`src/rtl/bcd_stopwatch_if.sv`:
```
// Button inputs and BCD digit outputs of the stopwatch, grouped for the ports.
// With BCD_STOPWATCH_COUNTDOWN_EN defined the count-direction input `down` is present.
interface bcd_stopwatch_if;
    logic       btn_start;
    logic       btn_clr;
`ifdef BCD_STOPWATCH_COUNTDOWN_EN
    logic       down;
`endif
    logic [3:0] data0;
    logic [3:0] data1;
    logic [3:0] data2;
    logic [3:0] data3;
    logic       running;
    logic       ovf;

`ifdef BCD_STOPWATCH_COUNTDOWN_EN
    modport master (output btn_start, btn_clr, down,
                    input  data0, data1, data2, data3, running, ovf);
    modport slave  (input  btn_start, btn_clr, down,
                    output data0, data1, data2, data3, running, ovf);
`else
    modport master (output btn_start, btn_clr,
                    input  data0, data1, data2, data3, running, ovf);
    modport slave  (input  btn_start, btn_clr,
                    output data0, data1, data2, data3, running, ovf);
`endif
endinterface

```
`src/rtl/bcd_stopwatch.sv`:
```
// 4-digit BCD stopwatch with synchronised start/pause and clear buttons.
// Optional feature macro: BCD_STOPWATCH_COUNTDOWN_EN (adds BCD down-count via `down`).
module bcd_stopwatch #(
    parameter int CLK_HZ      = 50_000_000,
    parameter int TICK_HZ     = 100,
    parameter int SYNC_STAGES = 2
) (
    input  logic           clk_i,
    input  logic           rst_i,
    bcd_stopwatch_if.slave sw
);
    localparam int            DIV        = CLK_HZ / TICK_HZ;
    localparam int            PW         = (DIV > 1) ? $clog2(DIV) : 1;
    localparam logic [PW-1:0] PRESC_LAST = PW'(DIV - 1);

    typedef enum logic [1:0] {IDLE, RUN, PAUSE} state_e;

    logic [SYNC_STAGES-1:0] start_sync_q, clr_sync_q;
    logic                   start_edge_q, clr_edge_q;
    logic                   start_pulse, clr_pulse;

    state_e          state_q, state_d;
    logic [PW-1:0]   presc_q, presc_d;
    logic [3:0][3:0] digit_q, digit_d;
    logic            ovf_q, ovf_d;
    logic            running_q;
    logic            tick;
    logic            carry;
    logic            count_down;

`ifdef BCD_STOPWATCH_COUNTDOWN_EN
    assign count_down = sw.down;
`else
    assign count_down = 1'b0;
`endif

    // Pulse lasts exactly one cycle: the edge flop catches up on the next clock.
    assign start_pulse = start_sync_q[SYNC_STAGES-1] & ~start_edge_q;
    assign clr_pulse   = clr_sync_q[SYNC_STAGES-1]   & ~clr_edge_q;

    // NOTE: every flop, including the digit array, is async-reset so an abort
    // mid-count leaves no partial state; sequential state uses <= only.
    always_ff @(posedge clk_i or posedge rst_i) begin
        if (rst_i) begin
            start_sync_q <= '0;
            clr_sync_q   <= '0;
            start_edge_q <= 1'b0;
            clr_edge_q   <= 1'b0;
            state_q      <= IDLE;
            presc_q      <= '0;
            digit_q      <= '0;
            ovf_q        <= 1'b0;
            running_q    <= 1'b0;
        end else begin
            start_sync_q <= {start_sync_q[SYNC_STAGES-2:0], sw.btn_start};
            clr_sync_q   <= {clr_sync_q[SYNC_STAGES-2:0], sw.btn_clr};
            start_edge_q <= start_sync_q[SYNC_STAGES-1];
            clr_edge_q   <= clr_sync_q[SYNC_STAGES-1];
            state_q      <= state_d;
            presc_q      <= presc_d;
            digit_q      <= digit_d;
            ovf_q        <= ovf_d;
            running_q    <= (state_d == RUN);
        end
    end

    // NOTE: all outputs of this block get a default first, so no path infers a latch.
    always_comb begin
        state_d = state_q;
        presc_d = presc_q;
        digit_d = digit_q;
        ovf_d   = ovf_q;
        tick    = 1'b0;
        carry   = 1'b1;

        if (clr_pulse) begin
            state_d = IDLE;
            presc_d = '0;
            digit_d = '0;
            ovf_d   = 1'b0;
        end else begin
            if (start_pulse) begin
                case (state_q)
                    IDLE:    state_d = RUN;
                    RUN:     state_d = PAUSE;
                    PAUSE:   state_d = RUN;
                    default: state_d = IDLE;
                endcase
            end

            case (state_q)
                RUN: begin
                    if (presc_q == PRESC_LAST) begin
                        presc_d = '0;
                        tick    = 1'b1;
                    end else begin
                        presc_d = presc_q + PW'(1);
                    end
                end
                PAUSE:   presc_d = presc_q;
                default: presc_d = '0;
            endcase

            // Ripple carry/borrow: each digit only moves while the lower ones wrapped.
            if (tick) begin
                for (int i = 0; i < 4; i++) begin
                    if (carry) begin
                        if (count_down) begin
                            if (digit_q[i] == 4'd0) digit_d[i] = 4'd9;
                            else begin
                                digit_d[i] = digit_q[i] - 4'd1;
                                carry      = 1'b0;
                            end
                        end else begin
                            if (digit_q[i] == 4'd9) digit_d[i] = 4'd0;
                            else begin
                                digit_d[i] = digit_q[i] + 4'd1;
                                carry      = 1'b0;
                            end
                        end
                    end
                end
                if (carry) ovf_d = 1'b1;
            end
        end
    end

    assign sw.data0   = digit_q[0];
    assign sw.data1   = digit_q[1];
    assign sw.data2   = digit_q[2];
    assign sw.data3   = digit_q[3];
    assign sw.running = running_q;
    assign sw.ovf     = ovf_q;
endmodule

```
`src/flat_wrapper.sv`:
```
// flat-port wrapper written by rule: the top's interface ports become plain ports
module bcd_stopwatch_flat 
#(
    parameter int CLK_HZ      = 50_000_000,
    parameter int TICK_HZ     = 100,
    parameter int SYNC_STAGES = 2
)
  (clk_i, rst_i, sw_btn_start, sw_btn_clr, sw_data0, sw_data1, sw_data2, sw_data3, sw_running, sw_ovf);
  bcd_stopwatch_if sw_i ();
  input  logic clk_i;
  input  logic rst_i;
  input wire logic [$bits(sw_i.btn_start)-1:0] sw_btn_start;
  input wire logic [$bits(sw_i.btn_clr)-1:0] sw_btn_clr;
  output wire logic [$bits(sw_i.data0)-1:0] sw_data0;
  output wire logic [$bits(sw_i.data1)-1:0] sw_data1;
  output wire logic [$bits(sw_i.data2)-1:0] sw_data2;
  output wire logic [$bits(sw_i.data3)-1:0] sw_data3;
  output wire logic [$bits(sw_i.running)-1:0] sw_running;
  output wire logic [$bits(sw_i.ovf)-1:0] sw_ovf;
  assign sw_i.btn_start = sw_btn_start;
  assign sw_i.btn_clr = sw_btn_clr;
  assign sw_data0 = sw_i.data0;
  assign sw_data1 = sw_i.data1;
  assign sw_data2 = sw_i.data2;
  assign sw_data3 = sw_i.data3;
  assign sw_running = sw_i.running;
  assign sw_ovf = sw_i.ovf;
  bcd_stopwatch #(.CLK_HZ(CLK_HZ), .TICK_HZ(TICK_HZ), .SYNC_STAGES(SYNC_STAGES)) u_core (.clk_i(clk_i), .rst_i(rst_i), .sw(sw_i));
endmodule
```
`config.mk`:
```
export PLATFORM = sky130hd
export DESIGN_NAME = bcd_stopwatch_flat
export DESIGN_NICKNAME = d
export VERILOG_FILES = /design/src/rtl/bcd_stopwatch_if.sv /design/src/rtl/bcd_stopwatch.sv /design/src/flat_wrapper.sv
export SDC_FILE = /design/constraint.sdc
export NUM_CORES = 1
export LEC_CHECK = 0
export ABC_CLOCK_PERIOD_IN_PS = 3300
export BUFFER_PORTS_ARGS = -buffer_cell sky130_fd_sc_hd__buf_2
export CORE_MARGIN = 2
export CORE_UTILIZATION = 50
export DETAILED_ROUTE_END_ITERATION = 8
export HOLD_SLACK_MARGIN = 0.06
export PLACE_DENSITY = 0.69
export SLEW_MARGIN = 20
export SYNTH_ARGS = -nofsm -noshare
export SYNTH_HDL_FRONTEND = slang
export SYNTH_SLANG_ARGS = --single-unit
```
`constraint.sdc`:
```
create_clock -name clk_i -period 3.3 [get_ports clk_i]
set_input_delay 0.66 -clock clk_i [delete_from_list [all_inputs] [get_ports clk_i]]
set_output_delay 0.66 -clock clk_i [all_outputs]
set_load 0.01 [all_outputs]
```
==> After elaboration in Yosys (flattened, before gate mapping) <==
Index checks and enable logic that the tools add are counted.
{ "word_totals": {"mem_bits_rw": 0, "mem_count": 0, "latch_bits": 0, "reg_bits": 45, "romBits": 0, "word_cells": 77, "input_bits": 4, "output_inout_bits": 18} }
{ "op_classes": {"magnitude_cmp": 0, "n_div": 0, "bitwise_logic": 4, "n_shift": 0, "multipliers": 0, "n_addsub": 5, "eq_ne": 9, "muxes": 36, "n_reduce_logical": 11} }
{ "ops": {"columns": ["operator", "n"], "rows": [
  ["$mux W19", 2],
  ["$pmux W19 S2", 1],
  ["$mux W16", 2],
  ["$mux W4", 7],
  ["$mux W1", 21],
  ["$add A19 B1 Y19 const B", 1],
  ["$eq A19 B19 Y1 const B", 1],
  ["$add A4 B1 Y4 const B", 4],
  ["$eq A4 B4 Y1 const B", 4],
  ["$reduce_bool A2 Y1", 5],
  ["$reduce_and A2 Y1", 4],
  ["$eq A2 B1 Y1 const B", 2],
  ["$mux W2", 2],
  ["$pmux W2 S2", 1],
  ["$and A1 B1 Y1", 2],
  ["$eq A2 B2 Y1 const B", 1],
  ["$logic_not A2 Y1", 1],
  ["$ne A2 B1 Y1 const B", 1],
  ["$not A1 Y1", 2],
  ["$reduce_or A2 Y1", 1]
]} }

==> Logic depth before layout (Yosys ltp) <==
{ "logic_depth": {"ltp_word": 18, "mapped_depth": 8} }

==> Worst setup path before layout <==
No wires, ideal clock.
{ "synth_path": {"path_type": "register to register", "start": "reg u_core.digit_q, in the netlist u_core.sw.data0[1]", "end": "reg u_core.digit_q, in the netlist u_core.sw.data3[2]", "path_stages_with_launch": 8, "setup_slack_ps": 1307, "path_buffers": 0, "synth_period_minus_slack_ps": 1993, "arrival_ps": 1914, "cell_sequence": "dfrtp_1 -> inv_1 -> ha_1 -> and3b_1 -> and4_1 -> nand4_1 -> or4_1 -> a21oi_1"} }
{ "synth_via": {"elab_chain_len": 12} }
{ "synth_rtl": {"columns": ["item", "line_no", "rtl"], "rows": [
  ["start, declared", "bcd_stopwatch.sv:24", "logic [3:0][3:0] digit_q, digit_d;"],
  ["start signal, assigned", "bcd_stopwatch.sv:61", "digit_q <= digit_d;"],
  ["$eq A4 B4 Y1", "bcd_stopwatch.sv:115", "if (digit_q[i] == 4'd9) digit_d[i] = 4'd0;"],
  ["$mux W1", "bcd_stopwatch.sv:115", null],
  ["$mux W1", "bcd_stopwatch.sv:105", "if (tick) begin"],
  ["$mux W1", "bcd_stopwatch.sv:76", "if (clr_pulse) begin"],
  ["$mux W1", "bcd_stopwatch.sv:107", "if (carry) begin"],
  ["$mux W1", "bcd_stopwatch.sv:105", null],
  ["$mux W1", "bcd_stopwatch.sv:76", null],
  ["$mux W1", "bcd_stopwatch.sv:107", null],
  ["$mux W1", "bcd_stopwatch.sv:105", null],
  ["$mux W1", "bcd_stopwatch.sv:76", null],
  ["$reduce_bool A2 Y1 (no source line)", null, null],
  ["$reduce_and A2 Y1 (no source line)", null, null]
]} }
No other way between the ends. The select of a mux whose other input is x is not followed.
A chain may end at the register's enable or synchronous reset.

==> Worst setup path after layout <==
{ "layout_path": {"start": "reg u_core.presc_q[12]", "end": "reg u_core.digit_q, in the netlist u_core.sw.data3[2]"} }
{ "layout_via": {"elab_chain_len": 6} }
{ "layout_rtl": {"columns": ["item", "line_no", "rtl"], "rows": [
  ["start, declared", "bcd_stopwatch.sv:23", "logic [PW-1:0] presc_q, presc_d;"],
  ["start signal, assigned", "bcd_stopwatch.sv:60", "presc_q <= presc_d;"],
  ["$eq A19 B19 Y1", "bcd_stopwatch.sv:93", "if (presc_q == PRESC_LAST) begin"],
  ["$mux W1", "bcd_stopwatch.sv:93", null],
  ["$mux W1", "bcd_stopwatch.sv:91", "case (state_q)"],
  ["$mux W1", "bcd_stopwatch.sv:76", null],
  ["$reduce_bool A2 Y1 (no source line)", null, null],
  ["$reduce_and A2 Y1 (no source line)", null, null]
]} }
No other way between the ends. The select of a mux whose other input is x is not followed.

==> qor.txt <==
Main synth FF type: dfrtp_1
Seq/Total Area, Yosys: 0.482
Top Ports: 22
final hold violations: 0
Tot GR Track Use: 0.190
Post-synth ARST share: 1.00
pin count of the biggest net entering global routing: 46
WL final: 4540 µm
final setup violation count: 0
Post-Synth Adder-Cell Area: 0.0482
row count: 24
global-route wire length before repair: 7850 µm
ANT cells: 0
routability cong.: 0.816
CP delay by family, top: simple AND/OR/NAND/NOR gates
Root Driver: clkbuf_8
core area: 0.00444 mm²
syn_nets: 260
Vias/cell: 5.78
Worst Hold Class: register to register
PostCTS Resize Cnt: 0
Die Y: 72.4 µm
worst vdd ir: 0.000329 V
Synth Area per Inst: 9.47 µm²
Tmin final: 2310 ps
synth unique cells: 40
fin. max-slew vios: 0
DRC: 0
post-route antenna net violation count: 0
TritonCTS Sinks: 45
Critical Path AT: 2540 ps
Power Density: 402 mW/mm²
share of cells above drive strength 1: 0.147
Seq cells post-synth: 45
crit-path max FO: 11
Final period util: 0.701
Synth Area in Simple Gates: 0.258
area of the multi-input gates: 0.00113 mm²
TritonCTS clock tree: yes
critical path's slowest cell: or4b_1
leakage power: 1.18 nW
Post-Syn Area: 0.00234 mm²
buffers from clock root to sink, at most: 2
Rel. slew slack: 0.393
max incr delay on CP: 540 ps
Iter 0 DRT Violations: 127
clk_lat worst skew: 300 ps
DR vias: 1,874
fillers: 391
Synth Area in XOR/XNOR: 0.00749
Total Die Area: 0.00524 mm²
vias in the first global route: 1,709
Post-synth EDFFs: 0
antenna violations before repair: 0
register area: 0.00113 mm²
RSZ-0062 raised after global routing: false
Initial DRT Pass Iterations: 4
Setup Skew: 7.82 ps
Post-Layout Cell Count: 324
HPWL Detailed: 3160 µm
remaining global-route overflow: 0
largest family of logic cells by synthesized area: simple AND/OR/NAND/NOR gates
CP bufs+invs: 1
Nets: 284
Startpoint Class: register
YS warnings: 0
CTS H-tree depth: 2
mean routed wirelength per cell: 14.0 µm
Cells after Synth: 247
multiplexer share of the synthesized area: 0.0391
clock transition at the registers of the reported paths: 90 ps
Setup crit end kind: register
die width: 72.4 µm
Final TNS setup: 0 ps
Initial Util: 0.526
post-CTS setup buffers: 0
CP Cell Sequence: or4b_1 > nor3_2 > buf_4 > nand4_1 > or4_1 > a21oi_1
TritonCTS buffer count: 5
Buffers on Ports: 21
Area Overhead vs Synth: 11.6%
outcome: completed
slew at the pin closest to its max-slew limit: 909 ps
Post-CTS Hold Buffers: 0
placed cells: 316
Max-Cap Viols: 0
critical path class: register to register
post-synthesis compound-gate area fraction: 0.131
worst path required time: 3530 ps
fmax: 0.432 GHz
[synthesized netlist by cell type, types with 2 or more instances]
library cell | instances | area (µm²)
mux2i_1 | 8 | 80.1
nor2b_1 | 8 | 50.1
and3_1 | 4 | 25.0
a22o_1 | 2 | 17.5
o21ai_1 | 10 | 50.1
nor3_1 | 6 | 30.0
a22oi_1 | 2 | 15.0
a211oi_1 | 3 | 22.5
or4_1 | 2 | 15.0
inv_1 | 11 | 41.3
and2_1 | 2 | 12.5
o21ai_0 | 7 | 35.0
and4_1 | 3 | 26.3
nand3_1 | 15 | 75.1
nand4_1 | 11 | 68.8
or3_1 | 13 | 81.3
nand3b_1 | 2 | 15.0
nand2_1 | 21 | 78.8
dfrtp_1 | 45 | 1130
clkbuf_1 | 8 | 30.0
a21oi_1 | 22 | 110
ha_1 | 9 | 113
nor2_1 | 14 | 52.6
a21o_1 | 3 | 22.5
[flip-flops by register name (all words and copies together), names as in the netlist]
register,cells
u_core.start_sync_q,2
u_core.clr_edge_q,1
u_core.sw.running,1
u_core.sw.data2,4
u_core.sw.data3,4
u_core.start_edge_q,1
u_core.clr_sync_q,2
u_core.sw.data0,4
u_core.presc_q,19
u_core.sw.data1,4
u_core.state_q,2
u_core.sw.ovf,1
[worst register-to-register path, delay by kind of cell, from the launching register on]
kind                   cells  cell delay (ps)
and+or+nand+nor            4             1450
DFF                        1              410
AOI/OAI and AO/OA          1              160
buffers and inverters      1              220
[per-layer routing]
metal / global-route usage / part of all wire
met5: 0 / 0
met4: 0.0576 / 0.013
met3: 0.0458 / 0.039
met2: 0.295 / 0.44
met1: 0.266 / 0.51
[where the power goes]
group / switching, mW / internal, mW / leakage (nW)
Sequential: 0.0113 / 0.567 / 0.611
Combinational: 0.0754 / 0.0415 / 0.521
Clock: 0.184 / 0.170 / 0.0512
Total: 0.271 / 0.778 / 1.18
[final timing paths]
check,startpoint,end,slack (ps),depth (start not counted)
max in group asynchronous,rst_i,u_core.presc_q[4]$_DFFE_PP0P_,2180,2
worst max register to register,u_core.presc_q[12]$_DFFE_PP0P_,u_core.sw.data3[2]$_DFFE_PP0P_,990,6
worst min register to register,u_core.start_sync_q[0]$_DFF_PP0_,u_core.start_sync_q[1]$_DFF_PP0_,360,0
min in group asynchronous,rst_i,u_core.sw.data1[3]$_DFFE_PP0P_,550,2
worst min-delay path,u_core.start_sync_q[0]$_DFF_PP0_,u_core.start_sync_q[1]$_DFF_PP0_,360,0
worst max-delay path,u_core.presc_q[12]$_DFFE_PP0P_,u_core.sw.data3[2]$_DFFE_PP0P_,990,6
[cell families after synthesis]
logic type,count (synthesis)
and+or+nand+nor,108
AOI/OAI and AO/OA,53
DFF,45
buffers and inverters,21
muxes,9
adders and majority gates,9
xor gates and xnor gates,2
[layout make-up]
cell class	instances	area share
multi-input cells	181	0.433
clock buffers	6	0.0317
well taps	52	0.0249
clock inverters	2	0.00528
repair buffers	27	0.0576
inverters	11	0.0158
flip-flops and latches	45	0.432
[cell usage in the layout (no fill, tap or decap), types with 9 or more instances in the layout]
master   instances
dfrtp_1         45
a21oi_1         22
nand2_1         21
buf_2           21
nand3_1         15
nor2_1          14
or3_1           13
nand4_1         11
inv_1           10
o21ai_1         10
ha_1             9
[stage by stage]
stage / total power [mW] / hold slack [ps] / util / worst slack (ps) / area (µm²)
finish: 1.05 / 359 / 0.587 / 986 / 2610
global route: 1.10 / 368 / 0.587 / 863 / 2610
CTS: 1.06 / 365 / 0.587 / 991 / 2610
detailed placement: 0.706 / 345 / 0.565 / 1010 / 2510
global placement: 0.704 / 334 / 0.565 / 1070 / 2510
floorplan: 0.673 / 331 / - / 1310 / 2340
Note: power is estimated with default switching activity, not from simulation.
